**src/rtl/temp_conv_pkg.sv**
```systemverilog
// Shared constants and state encoding for the Fahrenheit -> Celsius converter.
// Latency: n/a (declarations only).
// Backpressure: n/a.
package temp_conv_pkg;

  typedef enum logic [1:0] {
    IDLE = 2'd0,
    PREP = 2'd1,
    DIV  = 2'd2,
    DONE = 2'd3
  } conv_state_e;

  localparam int F_OFFSET   = 32;   // 0 C in Fahrenheit
  localparam int C_MAX      = 100;  // Celsius at the top of the legal range
  localparam int NUM_W      = 10;   // dividend width, holds up to 904
  localparam int DIVISOR    = 9;
  localparam int SCALE      = 5;    // C = (F - 32) * 5 / 9
  localparam int ROUND_BIAS = 4;    // floor((x + 4) / 9) rounds x/9 half up

endpackage

```
**src/rtl/seq_divider.sv**
```systemverilog
// Unsigned restoring divider by a constant, one quotient bit per cycle.
// Latency: start edge loads the dividend, then DVD_W busy cycles; done marks the final one.
// Backpressure: none; caller must not pulse start while busy (start simply reloads).
//
// Ports:
//   clk, rst_n  clock and async active-low reset
//   start       load dividend and begin; sampled on the rising edge
//   dividend    DVD_W-bit unsigned dividend
//   busy        iterations in progress
//   done        high during the last iteration; quotient is final after that edge
//   quotient    DVD_W-bit quotient, valid once busy has dropped
module seq_divider
  import temp_conv_pkg::*;
#(
  parameter int DVD_W = NUM_W,
  parameter int DVSR  = DIVISOR
) (
  input  logic             clk,
  input  logic             rst_n,
  input  logic             start,
  input  logic [DVD_W-1:0] dividend,
  output logic             busy,
  output logic             done,
  output logic [DVD_W-1:0] quotient
);

  // Partial remainder is always < DVSR, so clog2(DVSR) bits suffice.
  localparam int REM_W = $clog2(DVSR);
  localparam int CNT_W = $clog2(DVD_W);
  localparam logic [REM_W:0]   DVSR_T = (REM_W+1)'(DVSR);
  localparam logic [REM_W-1:0] DVSR_R = REM_W'(DVSR);
  localparam logic [CNT_W-1:0] LAST   = CNT_W'(DVD_W - 1);

  logic [REM_W-1:0] rem_q;
  logic [REM_W-1:0] rem_nxt;
  logic [REM_W:0]   trial;
  logic [DVD_W-1:0] quot_q;
  logic [CNT_W-1:0] cnt_q;
  logic             busy_q;
  logic             bit_ge;

  // quot_q doubles as the dividend shift register: dividend bits leave at the
  // MSB while quotient bits enter at the LSB.
  always_comb begin
    trial  = {rem_q, quot_q[DVD_W-1]};
    bit_ge = (trial >= DVSR_T);
    // The true difference is < DVSR, so modulo-2^REM_W subtraction is exact.
    rem_nxt = bit_ge ? (trial[REM_W-1:0] - DVSR_R) : trial[REM_W-1:0];
  end

  always_ff @(posedge clk or negedge rst_n) begin
    if (!rst_n) begin
      rem_q  <= '0;
      quot_q <= '0;
      cnt_q  <= '0;
      busy_q <= 1'b0;
    end else if (start) begin
      rem_q  <= '0;
      quot_q <= dividend;
      cnt_q  <= '0;
      busy_q <= 1'b1;
    end else if (busy_q) begin
      rem_q  <= rem_nxt;
      quot_q <= {quot_q[DVD_W-2:0], bit_ge};
      cnt_q  <= cnt_q + CNT_W'(1);
      if (cnt_q == LAST) begin
        busy_q <= 1'b0;
      end
    end
  end

  assign busy     = busy_q;
  assign done     = busy_q && (cnt_q == LAST);
  assign quotient = quot_q;

endmodule

```
**src/rtl/f_to_c_converter.sv**
```systemverilog
// Fahrenheit -> Celsius converter: clamp/range check, (F-32)*5+4, sequential divide by 9.
// Latency: out_valid rises 11 edges after the accept edge for every input; 13-cycle min period.
// Backpressure: one conversion in flight; in_ready only in IDLE, result held until out_ready.
//
// Ports:
//   clk, rst_n            clock and async active-low reset
//   in_valid / in_ready   request handshake; fahr sampled on the accept edge only
//   fahr                  IN_W-bit unsigned Fahrenheit
//   out_valid / out_ready result handshake
//   celsius               rounded Celsius, clamped to [0, C_MAX]
//   range_err             input was outside [F_MIN, F_MAX]
module f_to_c_converter
  import temp_conv_pkg::*;
#(
  parameter int IN_W  = 8,
  parameter int OUT_W = 8,
  parameter int F_MIN = F_OFFSET,
  parameter int F_MAX = F_OFFSET + (C_MAX * DIVISOR) / SCALE
) (
  input  logic             clk,
  input  logic             rst_n,
  input  logic             in_valid,
  output logic             in_ready,
  input  logic [IN_W-1:0]  fahr,
  output logic             out_valid,
  input  logic             out_ready,
  output logic [OUT_W-1:0] celsius,
  output logic             range_err
);

  localparam logic [IN_W-1:0]  F_MIN_V = IN_W'(F_MIN);
  localparam logic [IN_W-1:0]  F_MAX_V = IN_W'(F_MAX);
  localparam logic [NUM_W-1:0] SCALE_V = NUM_W'(SCALE);
  localparam logic [NUM_W-1:0] BIAS_V  = NUM_W'(ROUND_BIAS);
  // Dividend used for inputs above F_MAX: the same value F_MAX itself yields.
  localparam logic [NUM_W-1:0] NUM_SAT = NUM_W'((F_MAX - F_MIN) * SCALE + ROUND_BIAS);

  conv_state_e state_q;
  conv_state_e state_d;

  logic [IN_W-1:0]  fahr_q;
  logic             below_q;
  logic             above_q;
  logic [IN_W-1:0]  fahr_diff;
  logic [NUM_W-1:0] num_lin;
  logic [NUM_W-1:0] num;
  logic             div_start;
  logic             div_done;
  logic             div_busy_unused;
  logic [NUM_W-1:0] quot;
  logic [NUM_W-OUT_W-1:0] quot_hi_unused;

  // ---------------------------------------------------------------- input capture
  always_ff @(posedge clk or negedge rst_n) begin
    if (!rst_n) begin
      fahr_q  <= '0;
      below_q <= 1'b0;
      above_q <= 1'b0;
    end else if (in_valid && (state_q == IDLE)) begin
      fahr_q  <= fahr;
      below_q <= (fahr < F_MIN_V);
      above_q <= (fahr > F_MAX_V);
    end
  end

  // ---------------------------------------------------------------- scale/offset
  // fahr_diff is only meaningful when the input is in range; the clamp mux
  // below discards it otherwise, so the wrap for low inputs is harmless.
  assign fahr_diff = fahr_q - F_MIN_V;
  assign num_lin   = NUM_W'(fahr_diff) * SCALE_V + BIAS_V;

  always_comb begin
    num = num_lin;
    if (below_q) begin
      num = '0;
    end else if (above_q) begin
      num = NUM_SAT;
    end
  end

  // ---------------------------------------------------------------- divider
  seq_divider #(
    .DVD_W (NUM_W),
    .DVSR  (DIVISOR)
  ) u_div (
    .clk      (clk),
    .rst_n    (rst_n),
    .start    (div_start),
    .dividend (num),
    .busy     (div_busy_unused),
    .done     (div_done),
    .quotient (quot)
  );

  // Quotient never exceeds C_MAX, so the bits above OUT_W are always zero.
  assign quot_hi_unused = quot[NUM_W-1:OUT_W];

  // ---------------------------------------------------------------- control FSM
  always_ff @(posedge clk or negedge rst_n) begin
    if (!rst_n) begin
      state_q <= IDLE;
    end else begin
      state_q <= state_d;
    end
  end

  always_comb begin
    state_d   = state_q;
    div_start = 1'b0;
    case (state_q)
      IDLE: begin
        if (in_valid) begin
          state_d = PREP;
        end
      end
      PREP: begin
        div_start = 1'b1;
        state_d   = DIV;
      end
      DIV: begin
        // div_done flags the last iteration, so the quotient is final on
        // the same edge that enters DONE.
        if (div_done) begin
          state_d = DONE;
        end
      end
      DONE: begin
        if (out_ready) begin
          state_d = IDLE;
        end
      end
      default: state_d = IDLE;
    endcase
  end

  // ---------------------------------------------------------------- outputs
  // Results are masked outside DONE so partial quotients never leak out.
  assign in_ready  = (state_q == IDLE);
  assign out_valid = (state_q == DONE);
  assign celsius   = out_valid ? quot[OUT_W-1:0] : '0;
  assign range_err = out_valid && (below_q || above_q);

endmodule
```
**config.mk**
```make
export PLATFORM = sky130hd
export DESIGN_NAME = f_to_c_converter
export DESIGN_NICKNAME = d
export VERILOG_FILES = /design/src/rtl/temp_conv_pkg.sv /design/src/rtl/seq_divider.sv /design/src/rtl/f_to_c_converter.sv
export SDC_FILE = /design/constraint.sdc
export NUM_CORES = 1
export LEC_CHECK = 0
export CORE_UTILIZATION = 52
export CTS_BUF_LIST = sky130_fd_sc_hd__clkbuf_2
export CTS_CLUSTER_SIZE = 14
export DETAILED_ROUTE_END_ITERATION = 6
export PLACE_DENSITY_LB_ADDON = 0.1
export SYNTH_ARGS = -nofsm -noshare
export SYNTH_HDL_FRONTEND = slang
export SYNTH_SLANG_ARGS = --single-unit
export TNS_END_PERCENT = 5
```
**constraint.sdc**
```tcl
create_clock -name clk -period 2.5 [get_ports clk]
set_input_delay 0.5 -clock clk [delete_from_list [all_inputs] [get_ports clk]]
set_output_delay 0.5 -clock clk [all_outputs]
set_load 0.01 [all_outputs]
```
After elaboration in Yosys (flattened, before gate mapping)
Index checks and enable logic that the tools add are counted.

Register bits after elaboration: 31. Bits of input ports: 12. Output and inout port bits: 11. Word-level logic and storage cells: 48.

$add $sub $neg: 4. $mul: 1. Magnitude comparators: 3. Equality and inequality tests: 7. Multiplexer cells: 18. Reduce and logical (&&, ||, !) cells: 7.

Operators by type and width (count): 10-bit two-way mux (4); 4-bit two-way mux (5); 10-bit by 3-bit adder with 10-bit output, second input constant (1); 8-bit by 3-bit multiplier with 10-bit output, second input constant (1); 8-bit > comparator, second input constant (1); 8-bit by 6-bit less-than comparator with 1-bit output, second input constant (1); 8-bit two-way mux (1); 2-bit one-hot mux with 4 select lines (1); 8-bit by 6-bit subtractor with 8-bit output, second input constant (1); 2-bit two-way mux (3); 5-bit by 4-bit greater-or-equal comparator with 1-bit output, second input constant (1); 4-bit by 1-bit adder with 4-bit output, second input constant (1); 2-bit == test, second input constant (2); 4-bit == test, second input constant (1); 1-bit two-way mux (4); 2-bit inequality test, second input constant (2); 4-bit subtractor, second input constant (1); 1-bit logical AND (3); 3-bit AND reduction (1); 2-bit by 1-bit == test with 1-bit output, second input constant (1); 2-bit zero test (1); 2-bit by 1-bit inequality test with 1-bit output, second input constant (1); 2-bit nonzero test (1); 1-bit logical OR (1).

Logic depth before layout (Yosys ltp)
Word-level depth: 6. Depth in mapped cells: 11. Gate-level depth less buffers: 11.

By module
From an unflattened synthesis, not the netlist that was laid out.

Cells, all modules: 227. Area, all modules: 2135.8 um^2.

Modules (own cells, without submodules): f_to_c_converter (instances 1, cells each 120, area each 1109.8 um^2); seq_divider (instances 1, cells each 107, area each 1026.0 um^2).

Worst setup path after synthesis
No wires, ideal clock.

Kind: reg-to-reg. From: register fahr_q[5]. To: register u_div.quot_q[9], in the netlist u_div.quotient[9]. Library setup time: 127 ps. Arrival time: 2235 ps. Setup slack: 138 ps. Stages on the path, launching flop included: 12. Path buffers: 0. Cells stage by stage: dfrtp_1 > inv_1 > ha_1 > xor2_1 > ha_1 > ha_1 > ha_1 > o21a_1 > o31a_1 > o22ai_1 > xnor2_1 > a2bb2oi_1.

Longest elaborated chain between the ends: 6.

Ends and longest elaborated chain: start, declared (line f_to_c_converter.sv:41) `logic [IN_W-1:0] fahr_q;`; start signal, assigned (line f_to_c_converter.sv:60) `fahr_q <= fahr;`; 8-bit by 6-bit subtractor with 8-bit output (line f_to_c_converter.sv:69) `assign fahr_diff = fahr_q - F_MIN_V;`; 8-bit by 3-bit multiplier with 10-bit output (line f_to_c_converter.sv:70) `assign num_lin = NUM_W'(fahr_diff) * SCALE_V + BIAS_V;`; 10-bit by 3-bit adder with 10-bit output (line f_to_c_converter.sv:70); 10-bit two-way mux (line f_to_c_converter.sv:76) `end else if (above_q) begin`; 10-bit two-way mux (line f_to_c_converter.sv:74) `if (below_q) begin`; 10-bit two-way mux (line seq_divider.sv:57) `end else if (start) begin`; end signal, assigned (line seq_divider.sv:59) `quot_q <= dividend;`; end signal, assigned (line seq_divider.sv:64) `quot_q <= {quot_q[DVD_W-2:0], bit_ge};`; end, declared (line seq_divider.sv:37) `logic [DVD_W-1:0] quot_q;`.

No other way between the ends. A chain may end at the register's enable or synchronous reset.

Worst setup path after layout
From: register fahr_q[6]. To: register u_div.quot_q[9], in the netlist u_div.quotient[9].

The elaborated chain is that of the path after synthesis.

==> metrics.md <==
| Metric | Value |
|---|---|
| Count of synthesis-stage warnings from yosys | 0 |
| Detailed Route WL | 4100 um |
| Synthesized area divided by synthesized cell count | 10.0 um^2 |
| Count of final hold-check violations | 0 |
| Setup violation total in the final timing report | 0 |
| Maximum buffer depth of the clock tree | 2 |
| Area share of the leading cell type in the synthesized netlist | 38.3% |
| Clock-pin slew of the registers on the worst-case setup and hold paths | 0.17 ns |
| Class of the tightest hold or removal check | input pin to async pin |
| Number of buffers created by CTS | 5 |
| I/O pin count | 23 |
| Post-synth top flop | sky130_fd_sc_hd__dfrtp_1 |
| Arrival @ worst endpoint | 2.65 ns |
| Result of the run | complete, no violations |
| Worst Setup End Kind | register |
| Antenna cell count | 0 |
| Actual transition at the worst max-transition pin | 0.514 ns |
| Post-route fraction of the period consumed by the critical path | 95.6% |
| Instance count after placement with tap cells included | 271 |
| CTS hold repair buffers | 0 |
| Full die area | 4150 um^2 |
| Final standard cell count with taps included and fillers excluded | 281 |
| M1 wire length | 1860 um |
| Wire length on met2 | 1980 um |
| Startpoint kind of the worst setup timing path | register |
| GRT Total Usage | 22.3% |
| Met3 Wirelength | 171 um |
| H-tree depth | 2 |
| Antenna violations before repair | 0 |
| Clock sink count | 31 |
| Vias in the first global route | 1556 |
| Row Count | 22 |
| Minimum clock period after layout | 2.39 ns |
| Effective utilization at floorplan | 54.9% |
| Placed cell area | 2320 um^2 |
| Ys async rst share | 100% |
| P&R area growth vs syn | 21.4% |
| Net count of the mapped netlist | 242 |
| Die W | 64.4 um |
| Post-detailed-placement half-perimeter wirelength | 3040 um |
| Setup Total Neg Slack | 0 ns |
| CTS tree | done |
| Most used standard cell by instance count after synthesis | sky130_fd_sc_hd__dfrtp_1 |
| Highest clock frequency the design can meet | 0.418 GHz |
| Fraction of final layout cells with drive strength greater than 1 | 16.7% |
| Worst-case hold slack | 0.495 ns |
| Sequential area share after synthesis | 38.3% |
| Number of violations reported at the end of detailed-routing iteration 0 | 85 |
| Antenna-violating nets left | 0 |
| Drt pass-1 iters | 4 |
| Commonest cells in the synthesized netlist | sky130_fd_sc_hd__dfrtp_1 (31), sky130_fd_sc_hd__ha_1 (27), sky130_fd_sc_hd__o21ai_0 (17) |
| DRC violation count after routing | 0 |
| Maximum Capacitance Violations | 0 |
| Via count normalized by instance count | 5.67 |
| Total of buffers placed on input and output ports | 22 |
| Number of enable-type register cells in the synthesized netlist | 0 |
| FF+latch area | 776 um^2 |
| Top metal layer carrying routed signals | met4 |
| Non-Filler Cell Area, Final | 2460 um^2 |
| Slew Limit Fails | 0 |
| Number of distinct library cells after synthesis | 36 |
| Root Buffer | sky130_fd_sc_hd__clkbuf_2 |
| Relative slew slack | 65.7% |
| Count of filler cells inserted in the layout | 298 |
| Critical Path Fanout Max | 5 |
| Largest area contributor in the synthesized netlist | sky130_fd_sc_hd__dfrtp_1 |
| Area of the multi-input gates | 1250 um^2 |
| Vertical extent of the die | 64.4 um |
| Net total in the final layout | 272 |
| Count of mapped cells out of synthesis | 202 |
| Wire length of the first global-routing pass | 6910 um |
| Congestion Overflow GR | 0 |
| Required @ worst endpoint | 2.76 ns |
| Synth area leaders | sky130_fd_sc_hd__dfrtp_1 (38%), sky130_fd_sc_hd__ha_1 (17%), sky130_fd_sc_hd__mux2_2 (5.6%), sky130_fd_sc_hd__o21ai_0 (4.2%), sky130_fd_sc_hd__mux2i_1 (3.5%) |
| Post-synthesis instance area | 2020 um^2 |
| Clock Skews | 0.0135 ns |
| Setup Crit Path Kind | register to register |
| Flip-flop and latch count after synthesis | 31 |
| RD Place Congestion | 0.769 |
| Clock latency on the worst-skew pair | 0.36 ns |
| Pin count of the biggest net entering global routing | 32 |
| Routed wire length per instance | 14.6 um |
| Area of the placeable core | 3690 um^2 |
| Total via count in the routed design | 1593 |
[routing by layer]
metal / vias up / GRT usage [%]
li1: 776 / -
met5: - / 0
met1: 762 / 27.8
met2: 45 / 36.8
met4: 0 / 9.17
met3: 10 / 5.54
[layout make-up]
type                       count  share of cell area (%)
multi-input combinational    149                    50.8
clock inverter                 1                   0.204
timing repair buffer          29                    11.1
tap                           48                    2.44
clock buffer                   7                    1.42
sequential                    31                    31.6
inverter                      16                    2.44
[what timing repair did]
action | CTS | global route
buffers inserted | 0 | 2
gates resized for setup | 2 | 9
setup endpoints to repair | 1 | 10
pin swaps | 0 | 3
[cell families (layout without fill, tap and decap cells)]
family | after synthesis | after routing | share of synthesized area, %
buffers and inverters | 22 | 53 | 4.20
adders and majority gates | 28 | 28 | 17.7
xor gates and xnor gates | 9 | 9 | 3.89
and+or+nand+nor | 46 | 46 | 11.9
AOI/OAI and AO/OA | 49 | 49 | 15.0
muxes | 17 | 17 | 9.02
DFF | 31 | 31 | 38.3
[sequential cells by signal, indices dropped and copies added (netlist names)]
| register | flops |
|---|---|
| above_q | 1 |
| u_div.cnt_q | 4 |
| u_div.busy | 1 |
| fahr_q | 8 |
| below_q | 1 |
| u_div.rem_q | 4 |
| state_q | 2 |
| u_div.quotient | 10 |
[critical path, stage by stage (launching register included)]
cell and delay [ns]:
sky130_fd_sc_hd__dfrtp_1 0.38, sky130_fd_sc_hd__inv_1 0.05, sky130_fd_sc_hd__ha_2 0.31, sky130_fd_sc_hd__inv_1 0.06
sky130_fd_sc_hd__ha_1 0.31, sky130_fd_sc_hd__ha_4 0.26, sky130_fd_sc_hd__ha_4 0.26, sky130_fd_sc_hd__o21a_1 0.19
sky130_fd_sc_hd__o31a_1 0.12, sky130_fd_sc_hd__o22ai_2 0.13, sky130_fd_sc_hd__xnor2_1 0.14, sky130_fd_sc_hd__a2bb2oi_1 0.08
[worst paths after layout]
check	start	to	slack [ns]	cells after the start
setup / recovery	fahr_q[6]	u_div.quotient[9]	0.11	11
hold / removal	rst_n	u_div.quotient[8]	0.50	2
setup reg to reg	fahr_q[6]	u_div.quotient[9]	0.11	11
hold reg to reg	fahr_q[5]	fahr_q[5]	0.53	1
max in group asynchronous	rst_n	u_div.quotient[1]	1.70	2
min in group clk	fahr_q[5]	fahr_q[5]	0.53	1
[cells in the final DEF, fill, tap and decap left out, types with 2 or more instances in the layout]
cell / netlist / layout
sky130_fd_sc_hd__a21oi_1: 9 / 9
sky130_fd_sc_hd__nor3_1: 2 / 2
sky130_fd_sc_hd__nand4_1: 2 / 2
sky130_fd_sc_hd__nor2b_1: 6 / 5
sky130_fd_sc_hd__clkbuf_2: 0 / 7
sky130_fd_sc_hd__o21a_1: 2 / 2
sky130_fd_sc_hd__nand2_1: 11 / 11
sky130_fd_sc_hd__inv_1: 16 / 16
sky130_fd_sc_hd__xor2_1: 4 / 3
sky130_fd_sc_hd__ha_1: 27 / 20
sky130_fd_sc_hd__and2_1: 8 / 8
sky130_fd_sc_hd__dfrtp_1: 31 / 31
sky130_fd_sc_hd__a211oi_1: 3 / 3
sky130_fd_sc_hd__buf_4: 0 / 7
sky130_fd_sc_hd__mux2i_1: 7 / 7
sky130_fd_sc_hd__o31a_1: 3 / 3
sky130_fd_sc_hd__ha_4: 0 / 5
sky130_fd_sc_hd__xnor2_1: 5 / 5
sky130_fd_sc_hd__o22ai_1: 6 / 5
sky130_fd_sc_hd__o21bai_1: 2 / 2
sky130_fd_sc_hd__ha_2: 0 / 2
sky130_fd_sc_hd__o21ai_0: 17 / 17
sky130_fd_sc_hd__or2_2: 2 / 2
sky130_fd_sc_hd__nor2_1: 8 / 8
sky130_fd_sc_hd__mux2_2: 10 / 10
sky130_fd_sc_hd__clkdlybuf4s50_1: 0 / 22
sky130_fd_sc_hd__nand2b_1: 4 / 4
[per-stage QoR]
stage / util, % / worst slack (ns)
6_report: 66.7 / 0.109
2_1_floorplan: - / 0.138
3_3_place_gp: 62.8 / 0.0887
3_5_place_dp: 62.8 / 0.0182
5_1_grt: 66.7 / -0.00933
4_1_cts: 64.5 / 0.0302
Power is not shown: default switching activity piles up to over one toggle a cycle in this logic, so the estimate is an artifact.
